$ cat src/rtl/fetch_unit.sv
// Instruction-fetch stage for the single-cycle LEGv8 core.
// Keeps the 64-bit PC, drives the instruction-memory address straight from
// it, and registers the returned instruction plus its PC into an IF/ID slot
// offered to decode. Unconditional B is resolved here. Taken branches from
// later stages (redirects) and halt requests arrive from downstream.
//
// Handshake (IF/ID slot): out_valid/out_instruction/out_pc form the slot.
// A transfer happens on a rising edge where out_valid && out_ready are both
// high. While out_valid is high and out_ready is low, the slot contents are
// held stable. A redirect in the same cycle cancels the transfer: the slot is
// flushed and it is not counted as delivered.
module fetch_unit #(
  parameter logic [63:0] RESET_PC = 64'h0000,
  parameter int          COUNT_W  = 32
) (
  input  logic               CLK,
  input  logic               RESET,
  output logic [63:0]        imem_address,
  input  logic [31:0]        imem_instruction,
  input  logic               redirect_valid,
  input  logic [63:0]        redirect_target,
  input  logic               halt,
  output logic               out_valid,
  input  logic               out_ready,
  output logic [31:0]        out_instruction,
  output logic [63:0]        out_pc,
  output logic [COUNT_W-1:0] fetch_count,
  output logic               halted,
  output logic [1:0]         state_dbg
);

  // BOOT is a one-cycle settling state after reset; HALTED freezes the PC.
  typedef enum logic [1:0] {
    ST_BOOT   = 2'd0,
    ST_RUN    = 2'd1,
    ST_HALTED = 2'd2
  } state_t;

  // Opcode of the unconditional B instruction (bits 31:26).
  localparam logic [5:0] OP_B = 6'b000101;

  state_t      state;
  state_t      state_nxt;
  logic [63:0] pc;
  logic [63:0] next_pc;
  logic [63:0] b_offset;
  logic [63:0] redirect_pc;
  logic        is_b;
  logic        redirect_take;
  logic        slot_load;
  logic        slot_accept;

  // PC register is the memory address; no extra logic in between.
  assign imem_address = pc;
  assign state_dbg    = state;

  // State register.
  always_ff @(posedge CLK or posedge RESET) begin
    if (RESET) begin
      state <= ST_BOOT;
    end else begin
      state <= state_nxt;
    end
  end

  // Next-state logic: BOOT always leaves after one cycle; a redirect without
  // halt is the only way out of HALTED.
  always_comb begin
    state_nxt = state;
    case (state)
      ST_BOOT:   state_nxt = halt ? ST_HALTED : ST_RUN;
      ST_RUN:    if (halt) state_nxt = ST_HALTED;
      ST_HALTED: if (redirect_valid && !halt) state_nxt = ST_RUN;
      default:   state_nxt = ST_BOOT;
    endcase
  end

  // Output/control decode: load, accept and redirect qualifiers for this cycle.
  always_comb begin
    halted        = (state == ST_HALTED);
    // Redirects are ignored during BOOT; nothing can be in flight yet.
    redirect_take = redirect_valid && (state != ST_BOOT);
    // A load needs RUN, no flush, and a slot that is empty or draining now.
    slot_load     = (state == ST_RUN) && !redirect_valid &&
                    (!out_valid || out_ready);
    // Delivered to decode; a concurrent redirect cancels the delivery.
    slot_accept   = out_valid && out_ready && !redirect_valid;
  end

  // Branch-offset decode and next sequential/branch PC (modulo 2^64).
  always_comb begin
    is_b        = (imem_instruction[31:26] == OP_B);
    b_offset    = {{36{imem_instruction[25]}}, imem_instruction[25:0], 2'b00};
    next_pc     = pc + (is_b ? b_offset : 64'd4);
    // Instructions are word aligned, so the two low target bits are dropped.
    redirect_pc = redirect_target & ~64'd3;
  end

  // Program counter: redirect wins, otherwise advance on every slot load.
  always_ff @(posedge CLK or posedge RESET) begin
    if (RESET) begin
      pc <= RESET_PC;
    end else if (redirect_take) begin
      pc <= redirect_pc;
    end else if (slot_load) begin
      pc <= next_pc;
    end
  end

  // IF/ID slot: flush on redirect, fill on load, empty on accept-without-load.
  always_ff @(posedge CLK or posedge RESET) begin
    if (RESET) begin
      out_valid       <= 1'b0;
      out_instruction <= 32'd0;
      out_pc          <= 64'd0;
    end else if (redirect_take) begin
      out_valid <= 1'b0;
    end else if (slot_load) begin
      out_valid       <= 1'b1;
      out_instruction <= imem_instruction;
      out_pc          <= pc;
    end else if (slot_accept) begin
      out_valid <= 1'b0;
    end
  end

  // Delivered-instruction counter; wraps naturally at 2^COUNT_W.
  always_ff @(posedge CLK or posedge RESET) begin
    if (RESET) begin
      fetch_count <= '0;
    end else if (slot_accept) begin
      fetch_count <= fetch_count + COUNT_W'(1);
    end
  end

endmodule

$ cat config.mk
export PLATFORM = sky130hd
export DESIGN_NAME = fetch_unit
export DESIGN_NICKNAME = d
export VERILOG_FILES = /design/src/rtl/fetch_unit.sv
export SDC_FILE = /design/constraint.sdc
export NUM_CORES = 1
export LEC_CHECK = 0
export BUFFER_PORTS_ARGS = -buffer_cell sky130_fd_sc_hd__clkbuf_2
export CORE_MARGIN = 2
export CORE_UTILIZATION = 30
export DETAILED_ROUTE_END_ITERATION = 10
export GPL_TIMING_DRIVEN = 0
export PLACE_DENSITY = 0.49
export SETUP_SLACK_MARGIN = 0.02
export SYNTH_ARGS = -nofsm -noshare
export SYNTH_HDL_FRONTEND = slang
export SYNTH_SLANG_ARGS = --single-unit
$ cat constraint.sdc
create_clock -name CLK -period 12 [get_ports CLK]
set_input_delay 0.6 -clock CLK [delete_from_list [all_inputs] [get_ports CLK]]
set_output_delay 0.6 -clock CLK [all_outputs]
set_load 0.01 [all_outputs]
# Yosys cells after proc, flatten, opt, wreduce, memory -nomap -nowiden
# Index checks and enable logic that the tools add are counted.
# W data, S select, Z words.
# totals
reg_bits	195
in_bits	101
out_inout_bits	196
word_cells	40
# op_classes
addsub	2
eq_ne	5
mux	10
bitwise_logic	1
reduce_logical	16
# op_table
operator	n
$mux W64	3
$add A64 B64 Y64	1
$add A32 B1 Y32 const B	1
$eq A6 B3 Y1 const B	1
$logic_and A1 B1 Y1	6
$mux W2	3
$pmux W2 S3	1
$reduce_and A2 Y1	2
$reduce_bool A2 Y1	2
$logic_not A1 Y1	3
$mux W1	3
$reduce_bool A3 Y1	1
$eq A2 B1 Y1 const B	1
$eq A2 B2 Y1 const B	1
$logic_not A2 Y1	1
$ne A2 B1 Y1 const B	1
$ne A2 B2 Y1 const B	1
$logic_or A1 B1 Y1	1
$not A1 Y1	1

# Logic depth before layout (Yosys ltp)
# Gate-level depths: netlist of the first run.
# logic_depth
depth_word	5
mapped_depth	17
mapped_depth_nobuf	14

# Worst setup path after synthesis of the first run
# OpenSTA, ideal clock, no wires.
# synth_timing
path_type	in2reg
startpoint	input port imem_instruction[29]
endpoint	register pc[62] (netlist: imem_address[62])
setup_ps	126
arrival_time_ps	3999
t_required_ps	11874
path_slack_ps	7875
cell_stages	15
path_buffers	1
path_cell_list	nand4bb_1 > clkbuf_2 > nor3_1 > nand2b_1 > ha_1 > fa_1 > a21o_1 > a221oi_2 > a221o_1 > a311oi_4 > nor3_4 > a21oi_2 > mux2_4 > and3_1 > a221o_1
# synth_via
elab_chain_cells	5
# synth_lines
item	line	rtl
start: declaration	19	input logic [31:0] imem_instruction,
$eq A6 B3 Y1	92	is_b = (imem_instruction[31:26] == OP_B);
$mux W64	94	next_pc = pc + (is_b ? b_offset : 64'd4);
$add A64 B64 Y64	94	
$mux W64	105	end else if (slot_load) begin
$mux W64	103	end else if (redirect_take) begin
end signal: assignment	104	pc <= redirect_pc;
end signal: assignment	106	pc <= next_pc;
end: declaration	44	logic [63:0] pc;
# Every way passes these cells. The select of a mux whose other input is x is not followed.
# A chain may end at the register's enable or synchronous reset.

# Worst setup path in the final report of the first run
# Same ends and word-level chain as after synthesis.

==> metrics.md, run 1 <==
| Metric | Value |
|---|---|
| Status | completed |
| Die Y | 203 µm |
| Max Slew Vio Count | 0 |
| Setup ws final | 6.78 ns |
| P_sw | 0.925 mW |
| Worst reg-to-reg path cell count | 11 |
| Starting Density | 30.6% |
| Synth warn | 0 |
| Post-synth EDFFs | 0 |
| Final period util | 43.5% |
| Ys flop type | dfrtp_1 |
| Postcts setup bufs | 0 |
| Die area | 41200 µm² |
| Placed Cells | 2274 |
| DRT Pass-1 Iters | 5 |
| Register clock-pin slew on the reported worst setup and hold paths | 0.07 ns |
| Vias in the first global route | 11.5k |
| Area grow syn2layout | 22.6% |
| Switching share of power | 40.4% |
| Worst skew pair latency | 0.48 ns |
| Worst hold path type | in -> async |
| Slew headroom | 10.8% |
| Endpoints failing setup | 0 |
| Crit path time final | 5.22 ns |
| WP data required | 12.35 ns |
| DRC errors left | 0 |
| Sequential share of the synthesized area | 40.3% |
| GRT Resource Usage Total | 25.1% |
| Arrival @ worst endpoint | 5.57 ns |
| CTS buffer count | 17 |
| Antenna violations before repair | 2 |
| Global-route wire length before repair | 76.8 mm |
| CTS tree | yes |
| Final ANT Viol Nets | 0 |
| WHS | 0.220 ns |
| Netlist Area Pre-Place | 11900 µm² |
| Comb power frac | 34.9% |
| R2R Path End | imem_address[44]$_DFFE_PP0P_ |
| Max Clock Skew | 0.0159 ns |
| Max-cap violations | 0 |
| Horiz. Die Dim | 203 µm |
| Finished Layout Cells | 2307 |
| Power Total | 2.29 mW |
| Row Count | 72 |
| RSZ-0062 raised after global routing | no |
| Placed Area | 14000 µm² |
| Seq cells post-synth | 191 |
| I/O Buffers | 290 |
| Vias per cell | 5.27 |
| Seq pwr share | 40.9% |
| # hold bufs at CTS | 0 |
| Setup TNS | 0 ns |
| Count of different cell masters after synthesis | 90 |
| Crit Path Class | in -> reg |
| Slew @ Worst Pin | 1.34 ns |
| 1st-iter DRT viols | 903 |
| Worst setup EP type | flip-flop |
| Ratio of cells with drive above 1 in the final layout | 21.5% |
| Hpwl dp | 39.8 mm |
| Critical Path Start Type | input pin |
| Root Driver | clkbuf_16 |
| GP Congestion | 0.930 |
| H-tree depth | 4 |
| Internal power | 1.37 mW |
| Final instance area | 14600 µm² |
| Asr flop ratio synth | 100% |
| Post-layout util | 37.5% |
| Num ports | 297 |
| Routed len/inst | 22.4 µm |
| Fmax | 192 MHz |
| Final #Nets | 1903 |
| Post-CTS sizing | 0 |
| Vias | 12.2k |
| Leak Pwr | 6.88 nW |
| Gate Count Post-Synth | 1462 |
| R2R Path Start | imem_address[2]$_DFFE_PP0P_ |
| Max VDD drop | 0.106 mV |
| Core area | 38800 µm² |
| # fillers | 4186 |
| Drt total wl | 51.7 mm |
| Grt total ovfl | 0 |
| Mean Syn Cell Area | 8.12 µm² |
| Placement Setup Slack | 6.32 ns |
| Clk pwr share | 24.1% |
| Final hold vios | 0 |
| PwrDens | 158 nW/µm² |
| Largest net degree at the start of global routing | 99 |
| Clock tree buffer depth | 2 |
| Internal reg-to-reg setup slack | 8.06 ns |
| Crit Path Max Fanout | 10 |
| CTS Sinks | 191 |
cells in the mapped netlist, types with 9 or more instances:
cell type  number  area, µm²
o21bai_1        9       67.6
clkbuf_1       69        259
inv_1          22       82.6
buf_2          12       60.1
nand2_1       397       1490
a31oi_1        20        125
nand4_1        31        194
mux2i_1        21        210
dfrtp_1       191       4780
and3_1         18        113
nor2_1         94        353
a21o_1         15        113
o21ai_0        52        260
nand3_1        46        230
nor4_1         27        169
nor3_1         37        185
and2_1         33        206
xor2_1         27        236
a21oi_1        74        370
o22ai_1        21        131
or3_1          17        106
ha_1           26        325
xnor2_1        41        359
flip-flops by register name, indices dropped and copies added, names as in the netlist:
| name | cells |
|---|---|
| out_pc | 62 |
| state_dbg | 2 |
| fetch_count | 32 |
| imem_address | 62 |
| out_instruction | 32 |
| out_valid | 1 |
worst max-delay path by stage:
| stage | startpoint | end | slack (ns) | cells after the start |
|---|---|---|---|---|
| finish | imem_instruction[29] | imem_address[62]$_DFFE_PP0P_ | 6.78 | 16 |
| global route | imem_instruction[29] | imem_address[62]$_DFFE_PP0P_ | 6.60 | 16 |
| CTS | imem_instruction[29] | imem_address[62]$_DFFE_PP0P_ | 6.83 | 16 |
| detailed placement | imem_instruction[29] | imem_address[62]$_DFFE_PP0P_ | 6.32 | 16 |
| global placement | RESET | out_pc[56]$_DFFE_PP0P_ | 3.41 | 2 |
| floorplan | RESET | fetch_count[0]$_DFFE_PP0P_ | 6.20 | 1 |
worst max-delay path, cell delays in order:
cell and delay (ns):
clkbuf_2 0.09, nand4bb_1 0.25, clkbuf_2 0.28, nor3_1 0.79, clkbuf_1 0.38, and2_1 0.19
ha_1 0.31, a21oi_2 0.27, o21ai_0 0.18, a221oi_1 0.56, nor2_1 0.15, nor3_4 0.53
a21oi_2 0.21, mux2_4 0.34, and3_1 0.18, a221o_1 0.26
final cells by class:
class,count,area (µm²),area share [%]
clock buffer,21,450,3.10
antenna,1,2.50,0.0172
timing repair buffer,291,1480,10.2
clock inverter,11,85.1,0.585
tap,518,648,4.45
buffer,99,459,3.16
sequential,191,4780,32.8
inverter,22,90.1,0.619
multi-input combinational,1153,6560,45.1
kinds of logic after synthesis:
logic type | Yosys count | synth area share, %
AND/OR/NAND/NOR | 754 | 29.6
AO/OA/AOI/OAI | 273 | 15.2
flip-flops | 191 | 40.3
buffers and inverters | 121 | 4.57
XOR/XNOR | 68 | 5.02
adder cells (fa/ha/maj) | 28 | 2.99
multiplexers | 26 | 2.31
other | 1 | 0.0316
cell usage in the layout, fill, tap and decap left out, drive strengths merged, types with 20 or more instances in the layout:
cell type / count
inv: 24
nor2: 96
ha: 26
clkbuf: 381
nor3: 39
nand4: 31
o22ai: 21
dfrtp: 191
nand2: 398
o21ai: 58
and2: 34
mux2i: 21
a31oi: 20
xor2: 27
nor4: 29
nand3: 46
xnor2: 41
a21oi: 78
buf: 30
metal layers:
metal | track usage, % | vias up | part of all wire (%)
li1 | - | 5726 | -
met1 | 36.3 | 5900 | 47
met2 | 37.3 | 486 | 43
met3 | 5.38 | 57 | 7.9
met4 | 7.56 | 0 | 2.2
met5 | 0 | - | 0
power groups by stage:
stage	sequential, mW	clock [mW]	combinational (mW)
final	0.938	0.553	0.800
after floorplan	1.00	0	0.365
after detailed placement	0.950	0	0.800
after CTS	0.941	0.568	0.803
after global placement	0.947	0	0.798
after global routing	0.963	0.591	0.883
Note: power is estimated with default switching activity, not from simulation.
==> inputs of run 2 (changes only) <==
PLACE_DENSITY = 0.51   (was 0.49)
clock period = 4.3 ns   (was 12 ns; I/O delays follow)
==> run 2 against run 1 <==
Net effect: cell count is 3.2% higher; clock power grew to 3.0 times the previous value; wire length hardly changed; sequential cell count stayed put; register-to-register slack worse by 7.6 ns; core utilization is 2.2 points higher; via count is 1.9% higher; global-route usage is 0.089 points higher; setup slack worse by 6.5 ns; critical path depth stayed put; total power grew to 2.9 times the previous value.
==> metrics.md, run 2 (synthesized netlist as in run 1, its figures left out) <==
| Metric | Value |
|---|---|
| Slowest stage delay, CP | 0.40 ns |
| GP Congestion | 0.910 |
| Placement Setup Slack | -1.07 ns |
| Largest net degree at the start of global routing | 40 |
| Post-layout util | 39.7% |
| Global-route wire length before repair | 77.7 mm |
| Final period util | 94.5% |
| Max Slew Vio Count | 0 |
| Slowest CP cell | nor3_4 |
| CTS buffer count | 17 |
| Crit Path Max Fanout | 10 |
| Clock tree buffer depth | 2 |
| Num ports | 297 |
| PwrDens | 426 nW/µm² |
| Endpoints failing setup | 0 |
| Arrival @ worst endpoint | 4.42 ns |
| Crit path time final | 4.06 ns |
| Row Count | 72 |
| Fmax | 246 MHz |
| Max VDD drop | 0.295 mV |
| Multi-input logic area | 6610 µm² |
| Final #Nets | 1977 |
| Commonest non-fill, non-tap cell in the layout | nand2_1 |
| Horiz. Die Dim | 203 µm |
| Crit Path Class | in -> reg |
| Die Y | 203 µm |
| Slew headroom | 23.4% |
| Most frequent cells in the layout | nand2_1, clkbuf_2, dfrtp_1 |
| Grt total ovfl | 0 |
| Leak Pwr | 7.23 nW |
| Antenna violations before repair | 2 |
| Max Clock Skew | 0.0100 ns |
| Ratio of cells with drive above 1 in the final layout | 21.4% |
| Setup ws final | 0.238 ns |
| DRT Pass-1 Iters | 5 |
| Status | completed |
| Worst skew pair latency | 0.48 ns |
| Routed len/inst | 21.7 µm |
| Final ANT Viol Nets | 0 |
| Hpwl dp | 39.6 mm |
| Register Area | 4780 µm² |
| Vias in the first global route | 12.3k |
| Final hold vios | 0 |
| Register clock-pin slew on the reported worst setup and hold paths | 0.08 ns |
| Area grow syn2layout | 29.9% |
| Core area | 38800 µm² |
| Root Driver | clkbuf_16 |
| Worst hold path type | in -> reg |
| I/O Buffers | 290 |
| # fillers | 4048 |
| Critical Path Start Type | input pin |
| CTS tree | yes |
| Vias per cell | 5.21 |
| Worst setup EP type | flip-flop |
| 1st-iter DRT viols | 917 |
| Max-cap violations | 0 |
| GRT Resource Usage Total | 25.2% |
| CTS Sinks | 191 |
| Starting Density | 30.6% |
| WP data required | 4.66 ns |
| Die area | 41200 µm² |
| RSZ-0062 raised after global routing | yes |
| Slew @ Worst Pin | 1.15 ns |
| Setup TNS | 0 ns |
| H-tree depth | 4 |
| Vias | 12.4k |
| Drt total wl | 51.7 mm |
| DRC errors left | 0 |
| Critical Path, Cell by Cell | clkbuf_2 > nand4bb_1 > clkbuf_2 > nor3_4 > buf_1 > and2_1 > ha_1 > and3_1 > a221oi_2 > a221o_1 > a311oi_4 > nor3_4 > a21oi_2 > mux2_4 > and3_1 > a221o_1 |
[run 2: changes by cell type in the layout (fill, tap and decap cells not counted), moves of 3 or more]
cell / previous run / this run
clkinv_4: 4 / 0
dlygate4sd3_1: 0 / 68
buf_12: 0 / 5
clkinvlp_4: 2 / 5
[run 2: layer usage]
metal,GRT usage (%),vias up,wire length (µm)
met5,0,-,0
met4,7.87,0,1150
met3,5.73,62,3540
met2,39.1,449,23100
met1,34.7,6033,23900
li1,-,5862,-
[run 2: cell type report]
| cell class | instances | share of cell area (%) |
|---|---|---|
| timing repair buffer | 365 | 14.6 |
| sequential | 191 | 31.0 |
| buffer | 99 | 2.98 |
| multi-input combinational | 1153 | 42.9 |
| antenna | 1 | 0.0162 |
| clock inverter | 12 | 0.869 |
| tap | 518 | 4.21 |
| clock buffer | 20 | 2.90 |
| inverter | 22 | 0.560 |
[run 2: what timing repair did]
item                                    in CTS  in global routing
endpoints found under the setup margin      30                 11
pin swaps                                    0                  1
setup buffers                                0                  2
endpoints found under the hold margin       82                  0
hold buffers                                68                  0
resized for setup                            4                  7
[run 2: path summary, 6_finish.rpt]
kind	endpoint	startpoint	slack, ns	depth (start not counted)
worst min register to register	fetch_count[31]$_DFFE_PP0P_	fetch_count[31]$_DFFE_PP0P_	0.47	1
min in group asynchronous	out_instruction[26]$_DFFE_PP0P_	RESET	0.29	3
worst max register to register	imem_address[57]$_DFFE_PP0P_	state_dbg[0]$_DFFE_PP0P_	0.46	5
worst max-delay path	imem_address[62]$_DFFE_PP0P_	imem_instruction[29]	0.24	16
worst min-delay path	imem_address[50]$_DFFE_PP0P_	redirect_target[50]	0.02	3
max in group asynchronous	imem_address[53]$_DFFE_PP0P_	RESET	2.92	6
[run 2: worst max-delay path: cells and delay by family]
family | cells | cell delay, ns
AOI/OAI and AO/OA | 5 | 1.27
adders and majority gates | 1 | 0.28
buffers and inverters | 3 | 0.72
muxes | 1 | 0.33
and+or+nand+nor | 6 | 1.58
[run 2: through the flow]
step	instances	power (mW)	hold WS, ns	area [µm²]
global route	2381	6.97	0.00679	15400
floorplan	1465	3.82	0.278	11900
finish	2381	6.56	0.0193	15400
CTS	2378	6.61	0.000534	15400
detailed placement	2278	4.88	0.232	14100
global placement	2273	4.86	0.392	14000
[run 2: where the power goes]
part | internal (mW) | leakage [nW] | total, mW | switching [mW]
clock | 0.876 | 0.275 | 1.66 | 0.781
combinational | 0.839 | 4.59 | 2.30 | 1.46
sequential | 2.26 | 2.36 | 2.61 | 0.344
total | 3.98 | 7.23 | 6.56 | 2.59
==> inputs of run 3 (changes only) <==
PLACE_DENSITY = 0.5   (was 0.51)
==> run 3 against run 2 <==
Net effect: first-iteration DRC count decreased by 7.1%; count of clock-buffer cells in the layout up 1; core utilization is 0.12 points higher; largest power group unchanged.
==> metrics.md, run 3 (synthesized netlist as in run 1, its figures left out) <==
| Metric | Value |
|---|---|
| Leak Pwr | 7.27 nW |
| Max VDD drop | 0.263 mV |
| Hpwl dp | 40.2 mm |
| CTS tree | yes |
| Max Clock Skew | 0.0160 ns |
| PwrDens | 441 nW/µm² |
| # fillers | 4094 |
| Global-route wire length before repair | 78.6 mm |
| Max-cap violations | 0 |
| Arrival @ worst endpoint | 4.45 ns |
| Endpoints failing setup | 0 |
| Max Slew Vio Count | 0 |
| Horiz. Die Dim | 203 µm |
| GP Congestion | 0.912 |
| Ratio of cells with drive above 1 in the final layout | 21.4% |
| Root Driver | clkbuf_16 |
| H-tree depth | 4 |
| Vias in the first global route | 12.2k |
| Grt total ovfl | 0 |
| Crit Path Max Fanout | 10 |
| Antenna violations before repair | 0 |
| CTS Sinks | 191 |
| WP data required | 4.65 ns |
| CTS buffer count | 17 |
| Register clock-pin slew on the reported worst setup and hold paths | 0.07 ns |
| Worst hold path type | in -> reg |
| DRC errors left | 0 |
| GRT Resource Usage Total | 25.5% |
| P_sw | 2.60 mW |
| Vias per cell | 5.23 |
| Critical Path Start Type | input pin |
| Row Count | 72 |
| Post-layout util | 39.8% |
| Starting Density | 30.6% |
| Largest net degree at the start of global routing | 40 |
| Die area | 41200 µm² |
| Routed len/inst | 22.2 µm |
| Final #Nets | 1973 |
| Slew headroom | 23.0% |
| Status | completed |
| Area grow syn2layout | 30.2% |
| Drt total wl | 52.6 mm |
| Seq pwr share | 38.3% |
| Final period util | 95.4% |
| Vias | 12.4k |
| Core area | 38800 µm² |
| Clock tree buffer depth | 2 |
| Fmax | 244 MHz |
| I/O Buffers | 290 |
| RSZ-0062 raised after global routing | no |
| Crit path time final | 4.10 ns |
| 1st-iter DRT viols | 852 |
| Final ANT Viol Nets | 0 |
| Final hold vios | 0 |
| Most frequent cells in the layout | nand2_1, clkbuf_2, dfrtp_1 |
| Worst skew pair latency | 0.47 ns |
| Worst setup EP type | flip-flop |
| Internal power | 4.22 mW |
| Slew @ Worst Pin | 1.16 ns |
| Switching share of power | 38.2% |
| Placed Area | 14100 µm² |
| DRT Pass-1 Iters | 7 |
| Clk pwr share | 28.0% |
| N_diodes | 0 |
| Die Y | 203 µm |
| Final instance area | 15500 µm² |
| Num ports | 297 |
| Comb power frac | 33.7% |
| Commonest non-fill, non-tap cell in the layout | nand2_1 |
| Crit Path Class | in -> reg |
==> run 3: layer usage <==
layer | vias to the layer above | track usage (%) | wire (µm)
met2 | 460 | 39.2 | 23300
li1 | 5852 | - | -
met1 | 6053 | 35.0 | 23900
met5 | - | 0 | 0
met3 | 52 | 6.90 | 4110
met4 | 0 | 7.79 | 1280
==> run 3: final timing paths <==
| path | startpoint | end | slack, ns | cells after the start |
|---|---|---|---|---|
| max in group asynchronous | RESET | imem_address[55]$_DFFE_PP0P_ | 3.02 | 5 |
| min in group asynchronous | RESET | fetch_count[23]$_DFFE_PP0P_ | 0.40 | 3 |
| max | imem_instruction[27] | imem_address[62]$_DFFE_PP0P_ | 0.20 | 16 |
| max reg2reg | state_dbg[0]$_DFFE_PP0P_ | imem_address[36]$_DFFE_PP0P_ | 0.25 | 6 |
| min | redirect_target[52] | imem_address[52]$_DFFE_PP0P_ | 0.01 | 2 |
| min reg2reg | fetch_count[31]$_DFFE_PP0P_ | fetch_count[31]$_DFFE_PP0P_ | 0.47 | 1 |
==> run 3: repair_timing <==
action,CTS,global route
endpoints found under the setup margin,33,18
gates resized for setup,4,5
buffers inserted,0,3
pin swaps,0,2
hold buffers,63,0
hold endpoints to repair,86,0
==> run 3: area by class of cell <==
class / instances / area, µm² / share of cell area (%)
well taps: 518 / 648 / 4.19
plain buffers: 99 / 459 / 2.97
repair buffers: 361 / 2200 / 14.3
multi-input cells: 1153 / 6600 / 42.7
clock inverters: 11 / 226 / 1.47
flip-flops and latches: 191 / 4780 / 30.9
clock buffers: 21 / 450 / 2.91
inverters: 22 / 86.3 / 0.559
==> run 3: worst max-delay path, cell delays in order <==
cell	delay, ns
clkbuf_2	0.11
nand4bb_1	0.18
clkbuf_2	0.29
nor3_4	0.38
clkbuf_1	0.36
and2_1	0.19
ha_1	0.30
a21oi_2	0.28
o21ai_0	0.17
a221oi_1	0.49
nor2_1	0.15
nor3_4	0.39
a21oi_2	0.18
mux2_4	0.34
and3_1	0.18
a221o_1	0.25
==> run 3: through the flow <==
| step | hold slack (ns) | setup TNS, ns | setup WS [ns] | total power [mW] | instances |
|---|---|---|---|---|---|
| after global routing | 0.00818 | 0 | 0.0217 | 7.24 | 2376 |
| after detailed placement | 0.349 | -25.36 | -1.19 | 4.89 | 2278 |
| after CTS | 0.0000372 | 0 | 0.0759 | 6.87 | 2373 |
| after floorplan | 0.278 | 0 | 0.560 | 3.82 | 1465 |
| final | 0.0121 | 0 | 0.198 | 6.82 | 2376 |
| after global placement | 0.393 | -24.75 | -1.23 | 4.87 | 2273 |
==> run 3: power by group through the flow <==
stage                     clock [mW]  combinational (mW)  sequential, mW
after floorplan                    0                1.02            2.80
after global placement             0                2.24            2.64
after detailed placement           0                2.24            2.65
after CTS                       1.95                2.30            2.62
after global routing            2.01                2.55            2.68
final                           1.91                2.30            2.62
